File: src/rtl/pipeline_elastic_pkg.sv
// Shared types and helpers for the elastic pipeline and its input skid buffer.
package pipeline_elastic_pkg;

  typedef enum logic {
    SKID_EMPTY = 1'b0,
    SKID_FULL  = 1'b1
  } skid_state_e;

  // Occupancy counter width: must hold 0..PIPE_STAGES+1.
  function automatic int cnt_bits(input int stages);
    return $clog2(stages + 2);
  endfunction

endpackage

File: src/rtl/pipeline_skid.sv
// Single-entry input skid buffer: registered upstream ready, in-order drain ahead of new input.
module pipeline_skid
  import pipeline_elastic_pkg::*;
#(
  parameter int PIPE_WIDTH = 32
) (
  input  logic                  clk,
  input  logic                  rstn,
  input  logic                  flush,
  input  logic [PIPE_WIDTH-1:0] s_data,
  input  logic                  s_valid,
  output logic                  s_ready,
  output logic [PIPE_WIDTH-1:0] m_data,
  output logic                  m_valid,
  input  logic                  m_ready
);

  skid_state_e           state_r;
  skid_state_e           state_nxt_s;
  logic [PIPE_WIDTH-1:0] buf_r;
  logic                  load_s;
  logic                  ready_s;

  // Next-state, stage-0 feed selection and ready decode
  always_comb begin
    state_nxt_s = state_r;
    load_s      = 1'b0;
    ready_s     = 1'b0;
    m_valid     = 1'b0;
    m_data      = s_data;
    case (state_r)
      SKID_EMPTY: begin
        ready_s = rstn & ~flush;
        m_valid = s_valid & ready_s;
        m_data  = s_data;
        if (s_valid && ready_s && !m_ready) begin
          state_nxt_s = SKID_FULL;
          load_s      = 1'b1;
        end else begin
          state_nxt_s = SKID_EMPTY;
        end
      end
      SKID_FULL: begin
        m_valid = 1'b1;
        m_data  = buf_r;
        if (m_ready) begin
          state_nxt_s = SKID_EMPTY;
        end else begin
          state_nxt_s = SKID_FULL;
        end
      end
      default: begin
        state_nxt_s = SKID_EMPTY;
      end
    endcase
  end

  assign s_ready = ready_s;

  // Skid state and storage register
  always_ff @(posedge clk or negedge rstn) begin
    if (!rstn) begin
      state_r <= SKID_EMPTY;
      buf_r   <= {PIPE_WIDTH{1'b0}};
    end else if (flush) begin
      state_r <= SKID_EMPTY;
    end else begin
      state_r <= state_nxt_s;
      if (load_s) begin
        buf_r <= s_data;
      end
    end
  end

endmodule

File: src/rtl/pipeline_elastic.sv
// Elastic delay pipeline: per-stage valid, valid/ready backpressure, bubble collapse, optional skid.
module pipeline_elastic
  import pipeline_elastic_pkg::*;
#(
  parameter int PIPE_WIDTH  = 32,
  parameter int PIPE_STAGES = 4,
  parameter int REG_READY   = 0,
  parameter int CNT_WIDTH   = cnt_bits(PIPE_STAGES)
) (
  input  logic                  clk,
  input  logic                  rstn,
  input  logic                  flush,
  input  logic [PIPE_WIDTH-1:0] s_data,
  input  logic                  s_valid,
  output logic                  s_ready,
  output logic [PIPE_WIDTH-1:0] m_data,
  output logic                  m_valid,
  input  logic                  m_ready,
  output logic [CNT_WIDTH-1:0]  level
);

  localparam int LAST = PIPE_STAGES - 1;

  logic [PIPE_WIDTH-1:0]  stage_d_s [PIPE_STAGES];
  logic [PIPE_STAGES-1:0] stage_v_s;
  logic [PIPE_STAGES-1:0] adv_s;
  logic [PIPE_WIDTH-1:0]  feed_d_s;
  logic                   feed_v_s;
  logic                   ready_s;
  logic                   in_fire_s;
  logic                   out_fire_s;
  logic [CNT_WIDTH-1:0]   level_r;

  for (genvar k = 0; k < PIPE_STAGES; k++) begin : g_stage
    logic                  v_r;
    logic [PIPE_WIDTH-1:0] d_r;
    logic                  src_v_s;
    logic [PIPE_WIDTH-1:0] src_d_s;

    if (k == 0) begin : g_head
      assign src_v_s = feed_v_s;
      assign src_d_s = feed_d_s;
    end else begin : g_body
      assign src_v_s = stage_v_s[k-1];
      assign src_d_s = stage_d_s[k-1];
    end

    // A stage may move when any stage between it and the output has a hole, or the output pops
    assign adv_s[k] = m_ready | ~(&stage_v_s[LAST:k]);

    // Stage register; data only toggles behind a valid source
    always_ff @(posedge clk or negedge rstn) begin
      if (!rstn) begin
        v_r <= 1'b0;
        d_r <= {PIPE_WIDTH{1'b0}};
      end else if (flush) begin
        v_r <= 1'b0;
      end else if (adv_s[k]) begin
        v_r <= src_v_s;
        if (src_v_s) begin
          d_r <= src_d_s;
        end
      end
    end

    assign stage_v_s[k] = v_r;
    assign stage_d_s[k] = d_r;
  end

  if (REG_READY != 0) begin : g_skid
    pipeline_skid #(
      .PIPE_WIDTH(PIPE_WIDTH)
    ) u_skid (
      .clk    (clk),
      .rstn   (rstn),
      .flush  (flush),
      .s_data (s_data),
      .s_valid(s_valid),
      .s_ready(ready_s),
      .m_data (feed_d_s),
      .m_valid(feed_v_s),
      .m_ready(adv_s[0])
    );
  end else begin : g_direct
    assign ready_s  = adv_s[0] & rstn & ~flush;
    assign feed_v_s = s_valid & ready_s;
    assign feed_d_s = s_data;
  end

  assign s_ready    = ready_s;
  assign m_valid    = stage_v_s[LAST];
  assign m_data     = stage_d_s[LAST];
  assign in_fire_s  = s_valid & ready_s;
  assign out_fire_s = m_valid & m_ready & ~flush;

  // Occupancy: beats inside stages plus skid; simultaneous push and pop cancel
  always_ff @(posedge clk or negedge rstn) begin
    if (!rstn) begin
      level_r <= {CNT_WIDTH{1'b0}};
    end else if (flush) begin
      level_r <= {CNT_WIDTH{1'b0}};
    end else begin
      case ({in_fire_s, out_fire_s})
        2'b10:   level_r <= level_r + CNT_WIDTH'(1);
        2'b01:   level_r <= level_r - CNT_WIDTH'(1);
        default: level_r <= level_r;
      endcase
    end
  end

  assign level = level_r;

endmodule
File: config.mk
export PLATFORM = sky130hd
export DESIGN_NAME = pipeline_elastic
export DESIGN_NICKNAME = d
export VERILOG_FILES = /design/src/rtl/pipeline_elastic_pkg.sv /design/src/rtl/pipeline_skid.sv /design/src/rtl/pipeline_elastic.sv
export SDC_FILE = /design/constraint.sdc
export NUM_CORES = 1
export LEC_CHECK = 0
export CORE_ASPECT_RATIO = 1.4
export CORE_MARGIN = 10
export CORE_UTILIZATION = 49
export CTS_CLUSTER_DIAMETER = 60
export DETAILED_ROUTE_END_ITERATION = 8
export MAX_ROUTING_LAYER = met4
export PLACE_DENSITY = 0.79
export SLEW_MARGIN = 20
export SYNTH_ARGS = -nofsm -noshare
export SYNTH_HDL_FRONTEND = slang
export SYNTH_SLANG_ARGS = --single-unit
export TNS_END_PERCENT = 20
File: constraint.sdc
create_clock -name clk -period 2.81 [get_ports clk]
set_input_delay 0.562 -clock clk [delete_from_list [all_inputs] [get_ports clk]]
set_output_delay 0.562 -clock clk [all_outputs]
set_load 0.01 [all_outputs]
==> impl_metrics.toml <==
[critical_path]
cp-startpoint = "m_ready"
start_kind = "input port"
worstPathMaxFanout = 2
r2r_start = "g_stage[2].v_r"
worstPathRequired_ps = 2250
path_class = "input port to primary output"
cp-end-kind = "primary output"
cp.arrival_ps = 2040

[yosys]
synth_edf_count = 0
yosysWarnings = 0
yosys-top-cells-area = "dfrtp_1, mux2_1, mux2_4, mux2_2, buf_2"
ys_seq_area_share_pct = 64.07
synth_cell_types = 30
syn_area_per_cell_um2 = 16.69
synthesis.area_mm2 = 0.005273
yosys.area.top_type = "dfrtp_1"
synthCells = 316
ys.flop_type = "dfrtp_1"
synthArstFlopShare_pct = 100.0
synth-seq-cells = 135
yosysTopAreaCellShare_pct = 64.07
synth_nets = 354

[routing]
drtIter0Drc = 89
avgRoutedWirePerCell_um = 17.84
wl_mm = 9.899
dr.pass1.iters = 4
vias_per_cell = 5.249
drcViolationCount = 0
vias = 2913
detail-route-antenna-nets = 0

[timing]
clock_skew_ps = 4.893
timing.slew.headroom_pct = 37.77
rsz0062_at_grt = "no"
setup_violations = 0
timing.hold.ws_ps = 478.8
fin_crit_sh_pct = 92.55
min_period_ps = 2601
maxSlewViolCount = 0
fmax_ghz = 0.3845
final-hold-violation-count = 0
setup-tns-final_ps = 0
tightest_slew_ps = 933.4

[pwr]
power_w = 0.005680
vdd_drop_max_v = 0.0004414
leakage_nw = 3.208
p_per_area_mw_per_mm2 = 837.1

[clocking]
clockRootBuffer = "clkbuf_16"
clock_sinks = 135
cts_max_path_buffers = 2
cts-buffers-inserted = 17
clk-insertion-delay-late_ps = 400
htree_levels = 4
cts_tree = "done"
clk_pin_slew_ps = 50

[finish]
syn_to_final_growth_pct = 28.69
drive_above_1_share_pct = 25.42
diodes = 0
final_nets = 442
finish.utilization_pct = 64.87

[run_status]
outcome = "finished clean"

[place]
gp_congestion = 0.9061
hpwl_mm = 6.726
portBuffers = 73

[floorplanning]
chipWidth_um = 107.7
die_h_um = 142.7
pin_count = 74
dieArea_mm2 = 0.01537
initial_core_util_pct = 50.41
core-area_mm2 = 0.01046
rows = 44

[global_route]
grt_pass1_wl_mm = 16.37
grt_overflow = 0
track_usage_pct = 14.06
first_global_vias = 3246
antenna_found_initial = 0
grt_max_degree = 79

[job]
max_cap_viol_count = 0

[worst_hold_path]
min_path_type = "register to register"
hold_start = "g_stage[2].d_r[17]"
==> cell usage after synthesis, types with 2 or more instances <==
cell      instances
nand3b_1          3
buf_2            10
clkbuf_1          3
mux2_1           66
nand2_1           3
and3b_1           2
buf_6             3
or3b_1            2
nor2_1            6
a21oi_1           3
nor3_1            2
mux2_4           30
dfrtp_1         135
mux2_2           32
==> registers in the layout, indices dropped and copies added, names as in the netlist <==
name and flops:
level 3, g_stage.d_r 96, g_stage.v_r 3, m_data 32, m_valid 1
==> area by class of cell <==
| cell class | count | area, um2 |
|---|---|---|
| Fill cell | 757 | 3675 |
| Sequential cell | 135 | 3378 |
| Multi-Input combinational cell | 164 | 1803 |
| Timing Repair Buffer | 85 | 837.1 |
| Clock buffer | 20 | 436.7 |
| Tap cell | 138 | 172.7 |
| Clock inverter | 12 | 153.9 |
| Inverter | 1 | 3.754 |
==> metrics by stage <==
stage	instance area [um2]	instances	setup slack (ps)
final	6785	555	209.3
after global routing	6785	555	158.3
after CTS	6785	555	193.1
after detailed placement	6185	522	163.7
after global placement	6185	522	227.5
after floorplan	5273	316	354.4
==> worst max-delay path: stages <==
cell and delay (ps):
clkdlybuf4s50_1 480, and4b_1 210, nand2_1 80, and3b_1 160
clkdlybuf4s50_1 540
==> worst paths after layout <==
check                                endpoint  slack, ps  cells after the start
hold / removal                     m_data[17]        480                      1
min in group asynchronous  g_stage[0].d_r[28]        590                      2
setup / recovery                      s_ready        210                      5
setup reg to reg                     level[2]        770                      8
hold reg to reg                    m_data[17]        480                      1
max in group asynchronous  g_stage[2].d_r[21]        460                      4
==> power by group <==
group          switching [W]  internal (W)
Combinational       0.000261      0.000571
Clock               0.000786       0.00139
Sequential          0.000248       0.00242
Total                0.00129       0.00439
==> layer usage <==
| layer | up-vias | global-route usage, % | part of all wire [%] | wire, um |
|---|---|---|---|---|
| li1 | 1305 | - | - | - |
| met1 | 1540 | 15.00 | 41 | 4020 |
| met2 | 61 | 24.03 | 54 | 5375 |
| met3 | 7 | 4.009 | 4.0 | 400 |
| met4 | 0 | 5.501 | 1.0 | 102 |
| met5 | - | - | 0 | 0 |
==> cell families after synthesis <==
logic type	share of synthesized area, %
adder cells (fa/ha/maj)	0.3797
AO/OA/AOI/OAI	1.424
multiplexers	29.47
flip-flops	64.07
AND/OR/NAND/NOR	2.777
buffers and inverters	1.875
==> repair_timing <==
action,4_1_cts,5_1_grt
setup buffers,0,0
setup endpoints to repair,0,0
hold buffers,1,0
endpoints found under the hold margin,7,0
resized for setup,0,0
==> cells in the final DEF (no fill, tap or decap), types with 3 or more instances in the layout <==
master,Yosys,routed
buf_4,0,10
clkinv_4,0,3
nand3b_1,3,3
clkdlybuf4s50_1,0,72
mux2_2,32,32
a21oi_1,3,3
clkinvlp_4,0,3
nor2_1,6,6
dfrtp_1,135,135
mux2_4,30,30
mux2_1,66,66
clkinv_2,0,3
nand2_1,3,3
clkbuf_16,0,17
clkbuf_1,3,3
bufinv_16,0,3
(Power assumes the default switching activity.)
